--- src/rtl/axi_burst_write_master_pkg.sv ---
// Shared types, AXI constants and KSEG address mapping for the AXI burst masters.
package axi_burst_write_master_pkg;

    localparam int unsigned ADDR_W = 32;
    localparam int unsigned LEN_W  = 4;

    localparam logic [1:0] BURST_INCR  = 2'b01;
    localparam logic [1:0] RESP_OKAY   = 2'b00;
    localparam logic [1:0] RESP_SLVERR = 2'b10;

    typedef enum logic [1:0] {
        ST_IDLE = 2'd0,
        ST_XFER = 2'd1,
        ST_RESP = 2'd2
    } wr_state_e;

    // Latched write-address payload for the burst in flight.
    typedef struct packed {
        logic [ADDR_W-1:0] addr;
        logic [LEN_W-1:0]  len;
    } aw_req_t;

    // kseg0/kseg1 (0x8000_0000..0xBFFF_FFFF) alias physical memory from 0.
    function automatic logic [ADDR_W-1:0] kseg_to_phys(input logic [ADDR_W-1:0] vaddr,
                                                       input bit enable);
        if (enable && ((vaddr[31:29] == 3'b100) || (vaddr[31:29] == 3'b101))) begin
            return {3'b000, vaddr[28:0]};
        end
        return vaddr;
    endfunction

endpackage

--- src/rtl/axi_burst_write_master_kseg_map.sv ---
// Combinational virtual-to-physical translation shared by the read and write masters.
module axi_kseg_map
    import axi_burst_write_master_pkg::*;
#(
    parameter bit ENABLE = 1'b1
) (
    input  logic [ADDR_W-1:0] vaddr,
    output logic [ADDR_W-1:0] paddr
);

    // Pure translation, no state.
    always_comb begin
        paddr = kseg_to_phys(vaddr, ENABLE);
    end

endmodule

--- src/rtl/axi_burst_write_master.sv ---
// AXI3 write master: one INCR burst per request, independent AW/W, one outstanding.
module axi_burst_write_master
    import axi_burst_write_master_pkg::*;
#(
    parameter int unsigned DATA_W   = 32,
    parameter int unsigned ID_W     = 4,
    parameter int unsigned AXI_ID   = 0,
    parameter int unsigned MAX_LEN  = 16,
    parameter bit          KSEG_MAP = 1'b1
) (
    input  logic                clk,
    input  logic                reset,
    input  logic                req_valid,
    output logic                req_ready,
    input  logic [31:0]         req_addr,
    input  logic [3:0]          req_len,
    input  logic                dat_valid,
    output logic                dat_ready,
    input  logic [DATA_W-1:0]   dat_data,
    input  logic [DATA_W/8-1:0] dat_strb,
    output logic                done,
    output logic                err,
    output logic [ID_W-1:0]     awid,
    output logic [31:0]         awaddr,
    output logic [3:0]          awlen,
    output logic [2:0]          awsize,
    output logic [1:0]          awburst,
    output logic [1:0]          awlock,
    output logic [3:0]          awcache,
    output logic [2:0]          awprot,
    output logic                awvalid,
    input  logic                awready,
    output logic [ID_W-1:0]     wid,
    output logic [DATA_W-1:0]   wdata,
    output logic [DATA_W/8-1:0] wstrb,
    output logic                wlast,
    output logic                wvalid,
    input  logic                wready,
    input  logic [ID_W-1:0]     bid,
    input  logic [1:0]          bresp,
    input  logic                bvalid,
    output logic                bready
);

    localparam int unsigned     STRB_W  = DATA_W / 8;
    localparam logic [2:0]      AW_SIZE = 3'($clog2(STRB_W));
    localparam logic [LEN_W-1:0] LEN_CAP = LEN_W'(MAX_LEN - 1);

    wr_state_e          state_q, state_d;
    aw_req_t            aw_q, aw_d;
    logic               awvalid_q, awvalid_d;
    logic               aw_done_q, aw_done_d;
    logic               w_done_q, w_done_d;
    logic [LEN_W-1:0]   beat_q, beat_d;
    logic               req_ready_q, req_ready_d;
    logic               bready_q, bready_d;
    logic               done_q, done_d;
    logic               err_q, err_d;
    logic [ADDR_W-1:0]  req_paddr;
    logic               w_hs;
    logic               unused_bid;

    // Response ID is not checked: only one transaction is ever outstanding.
    assign unused_bid = ^bid;

    axi_kseg_map #(
        .ENABLE (KSEG_MAP)
    ) u_kseg_map (
        .vaddr (req_addr),
        .paddr (req_paddr)
    );

    // Fixed AXI attributes.
    assign awid    = ID_W'(AXI_ID);
    assign wid     = ID_W'(AXI_ID);
    assign awsize  = AW_SIZE;
    assign awburst = BURST_INCR;
    assign awlock  = 2'b00;
    assign awcache = 4'b0000;
    assign awprot  = 3'b000;

    // W channel is a gated pass-through of the beat source.
    assign wvalid    = (state_q == ST_XFER) && dat_valid && !w_done_q;
    assign wdata     = dat_data;
    assign wstrb     = dat_strb;
    assign wlast     = (beat_q == aw_q.len);
    assign dat_ready = wready && wvalid;
    assign w_hs      = wvalid && wready;

    assign awaddr    = aw_q.addr;
    assign awlen     = aw_q.len;
    assign awvalid   = awvalid_q;
    assign req_ready = req_ready_q;
    assign bready    = bready_q;
    assign done      = done_q;
    assign err       = err_q;

    // State and datapath registers.
    always_ff @(posedge clk) begin
        if (reset) begin
            state_q     <= ST_IDLE;
            aw_q        <= '0;
            awvalid_q   <= 1'b0;
            aw_done_q   <= 1'b0;
            w_done_q    <= 1'b0;
            beat_q      <= '0;
            req_ready_q <= 1'b0;
            bready_q    <= 1'b0;
            done_q      <= 1'b0;
            err_q       <= 1'b0;
        end else begin
            state_q     <= state_d;
            aw_q        <= aw_d;
            awvalid_q   <= awvalid_d;
            aw_done_q   <= aw_done_d;
            w_done_q    <= w_done_d;
            beat_q      <= beat_d;
            req_ready_q <= req_ready_d;
            bready_q    <= bready_d;
            done_q      <= done_d;
            err_q       <= err_d;
        end
    end

    // Next-state and registered-output logic.
    always_comb begin
        state_d   = state_q;
        aw_d      = aw_q;
        awvalid_d = awvalid_q;
        aw_done_d = aw_done_q;
        w_done_d  = w_done_q;
        beat_d    = beat_q;
        done_d    = 1'b0;
        err_d     = 1'b0;

        unique case (state_q)
            ST_IDLE: begin
                awvalid_d = 1'b0;
                if (req_valid && req_ready_q) begin
                    aw_d.addr = req_paddr;
                    aw_d.len  = (req_len > LEN_CAP) ? LEN_CAP : req_len;
                    beat_d    = '0;
                    awvalid_d = 1'b1;
                    aw_done_d = 1'b0;
                    w_done_d  = 1'b0;
                    state_d   = ST_XFER;
                end
            end
            ST_XFER: begin
                if (awvalid_q && awready) begin
                    awvalid_d = 1'b0;
                    aw_done_d = 1'b1;
                end
                if (w_hs) begin
                    beat_d = LEN_W'(beat_q + 1'b1);
                    if (wlast) begin
                        w_done_d = 1'b1;
                    end
                end
                if (aw_done_d && w_done_d) begin
                    state_d = ST_RESP;
                end
            end
            ST_RESP: begin
                if (bvalid && bready_q) begin
                    done_d  = 1'b1;
                    err_d   = |(bresp & RESP_SLVERR);
                    state_d = ST_IDLE;
                end
            end
            default: begin
                state_d   = ST_IDLE;
                awvalid_d = 1'b0;
            end
        endcase

        req_ready_d = (state_d == ST_IDLE);
        bready_d    = (state_d == ST_RESP);
    end

endmodule

--- config.mk ---
export PLATFORM = sky130hd
export DESIGN_NAME = axi_burst_write_master
export DESIGN_NICKNAME = d
export VERILOG_FILES = /design/src/rtl/axi_burst_write_master_pkg.sv /design/src/rtl/axi_burst_write_master_kseg_map.sv /design/src/rtl/axi_burst_write_master.sv
export SDC_FILE = /design/constraint.sdc
export NUM_CORES = 1
export LEC_CHECK = 0
export CORE_ASPECT_RATIO = 2
export CORE_MARGIN = 5
export CORE_UTILIZATION = 35
export DETAILED_ROUTE_END_ITERATION = 12
export PLACE_DENSITY = 0.87
export SYNTH_ARGS = -nofsm -noshare
export SYNTH_HDL_FRONTEND = slang
export SYNTH_HIERARCHICAL = 1
export SYNTH_SLANG_ARGS = --single-unit
--- constraint.sdc ---
create_clock -name clk -period 3.2 [get_ports clk]
set_clock_uncertainty 0.1 [all_clocks]
set_input_delay 0.8 -clock clk [delete_from_list [all_inputs] [get_ports clk]]
set_output_delay 0.8 -clock clk [all_outputs]
set_load 0.005 [all_outputs]
==> impl_metrics.json <==
{
  "vias": 1911,
  "slowest_delay_ns": 0.52,
  "crit_path_start_kind": "primary input",
  "ctsHoldBuffers": 0,
  "crit_family": "buffers and inverters",
  "syn_area_um2": 2530,
  "drt_wl_total_um": 5360,
  "fillCellCount": 745,
  "worst_slew_pin_slew_ns": 0.614,
  "wl_per_cell_um": 12.5,
  "cp.arrival_ns": 2.16,
  "top_layer": "met4",
  "synth_edf_count": 0,
  "leakagePower_nw": 1.14,
  "period_needed_ns": 3.06,
  "rsz0062_at_grt": "false",
  "dieWidth_um": 70.1,
  "hold_viol": 0,
  "fin_nets": 422,
  "crit_path_top_delay_cell": "clkdlybuf4s50_1",
  "setup_viol": 0,
  "rr_worst_depth": 4,
  "clock_path_buffers": 2,
  "rows": 44,
  "max_slew_margin_pct": 58.7,
  "cts_buffers": 5,
  "setup_tns_ns": 0,
  "outcome": "complete, no violations",
  "fin_ws_ns": 0.138,
  "end_kind": "output port",
  "initialDrtViolationCount": 52,
  "multiInputGateArea_um2": 893,
  "clkSlewWorstSetupHoldPaths_ns": 0.06,
  "yosysSeqAreaShare_pct": 38.8,
  "gr-total-overflow": 0,
  "routedLengthMet1_um": 2080,
  "fin_area_um2": 3050,
  "grt.total_usage_pct": 11.6,
  "crit_chain": "clkdlybuf4s50_1 > and4bb_2 > and2_1 > clkdlybuf4s50_1",
  "path_buf_inv": 2,
  "dieHeight_um": 130,
  "critPathRequiredTime_ns": 2.30,
  "via_per_inst": 4.45,
  "avgSynthCellArea_um2": 7.90,
  "core_area_um2": 7160,
  "start_util_pct": 35.3,
  "seqCellArea_um2": 981,
  "port_buffers": 87,
  "slew_violations": 0,
  "grt_max_degree": 33,
  "synthCells": 320,
  "gp_congestion": 0.787,
  "route.detailed.drc": 0,
  "fmax_ghz": 0.327,
  "post-route-period-util_pct": 95.7,
  "grt_pass1_vias": 1815,
  "dr_wl_met3_um": 687,
  "yosys_warnings": 6,
  "r2r_setup_slack_ns": 1.34,
  "antenna_left": 0,
  "synthToLayoutAreaGrowth_pct": 20.6,
  "r2r-start": "state_q[0]$_SDFF_PP0_",
  "first_pass_iters": 4,
  "cts.repair.resized": 0,
  "io_pins": 187,
  "synth.ff_latch_count": 49,
  "synth_flop_cell": "dfxtp_1",
  "dieArea_um2": 9130,
  "cp_max_fo": 2,
  "cp.depth": 4,
  "hold_class": "flop to flop",
  "timing.rr.end": "beat_q[2]$_SDFFE_PP0P_",
  "cap_violations": 0,
  "critical_path_class": "primary input to output port",
  "crit_top_cell": "clkdlybuf4s50_1",
  "clkLatencyLatePin_ns": 0.29,
  "post_cts_buffers": 0,
  "yosys.cell_types.count": 34,
  "synthTopCellsByArea": "dfxtp_1 (39%), buf_4 (26%), nand2_1 (11%)",
  "yosysTopAreaCell": "dfxtp_1",
  "holdPathStages": 2,
  "cts_tree": "done",
  "synth_top_area_share_pct": 38.8,
  "peakVddDrop_v": 0.000349,
  "dp_slack_ns": 0.136,
  "placed_area_um2": 2910,
  "drive_gt1_share_pct": 5.93,
  "n_antenna_cell": 0,
  "ys_async_sr_fraction_pct": 0,
  "hold_start": "awaddr[18]$_SDFFE_PP0P_",
  "clock-sinks": 49,
  "holdPathEnd": "awaddr[18]$_SDFFE_PP0P_",
  "grt_pass1_wl_um": 8510,
  "htree_levels": 2,
  "dpl.hpwl_um": 4040,
  "clockRootBuffer": "clkbuf_16",
  "grt_antenna_before_repair": 0,
  "wl_met2_um": 2490,
  "p_per_area_nw_per_um2": 444
}
## per-stage QoR
stage / utilization [%] / hold slack (ns) / total power [mW] / std cells
6_report: 42.6 / 0.351 / 1.36 / 429
5_1_grt: 42.6 / 0.374 / 1.43 / 429
4_1_cts: 42.6 / 0.354 / 1.38 / 429
3_5_place_dp: 40.7 / 0.346 / 0.867 / 421
3_3_place_gp: 40.7 / 0.340 / 0.863 / 421
2_1_floorplan: - / 0.353 / 0.823 / 340
## worst max-delay path by stage
stage / start / endpoint
3_5_place_dp: dat_valid / dat_ready
2_1_floorplan: dat_valid / dat_ready
6_report: dat_valid / dat_ready
4_1_cts: dat_valid / dat_ready
3_3_place_gp: dat_valid / dat_ready
5_1_grt: dat_valid / dat_ready
## cells in the final DEF, fill, tap and decap left out, types with 2 or more instances in the layout
cell	n
clkdlybuf4s50_1	86
nand2_1	76
dfxtp_1	49
a21oi_1	41
conb_1	22
buf_4	6
clkbuf_16	5
and2_1	4
xor2_1	4
nor3_1	4
nor2_1	4
o21ai_0	3
a211oi_1	3
inv_1	3
nand2b_1	2
o31ai_1	2
or4_1	2
clkinv_2	2
## power by group
part / total (mW) / leakage, nW / switching, mW / internal, mW
Clock: 0.505 / 0.0706 / 0.218 / 0.287
Combinational: 0.200 / 0.674 / 0.0844 / 0.116
Sequential: 0.650 / 0.398 / 0.0156 / 0.635
## cell usage after synthesis (all sizes together), types with 2 or more instances
master and count:
conb 2, a21oi 41, nand2b 2, o31ai 2
and2 5, nor3 5, clkbuf 13, dfxtp 49
nor2 4, nand2 76, a21boi 2, buf 91
a211oi 3, xor2 4, o21ai 3, inv 3
or4 2
## cell families after synthesis
logic type	after synthesis	share of synthesized area [%]
compound gates	56	12.7
xor+xnor	4	1.39
fa+ha+maj	1	0.495
buf+inv	107	29.0
flops	49	38.8
other cells	2	0.297
simple gates	101	17.3
## worst register-to-register path: cells and delay by family (launching register included)
kind | cells | cell delay (ns)
simple gates | 2 | 0.84
flops | 1 | 0.51
compound gates | 2 | 0.32
## registers in the layout, summed over array words and instances (netlist names)
name,count
done,1
beat_q,4
aw_done_q,1
err,1
awlen,4
state_q,2
w_done_q,1
awaddr,32
req_ready,1
bready,1
awvalid,1
## metal layers
layer / vias to the layer above / GRT usage (%)
met2: 102 / 19.5
met1: 838 / 11.7
met4: 0 / 5.19
met3: 15 / 6.63
met5: - / 0
li1: 956 / -
## final cells by class
| class | count | area share [%] |
|---|---|---|
| inverter | 3 | 0.369 |
| sequential | 49 | 32.2 |
| clock buffer | 6 | 4.22 |
| multi-input combinational | 184 | 29.3 |
| tap | 92 | 3.77 |
| timing repair buffer | 93 | 29.9 |
| clock inverter | 2 | 0.328 |
(Power assumes the default switching activity.)
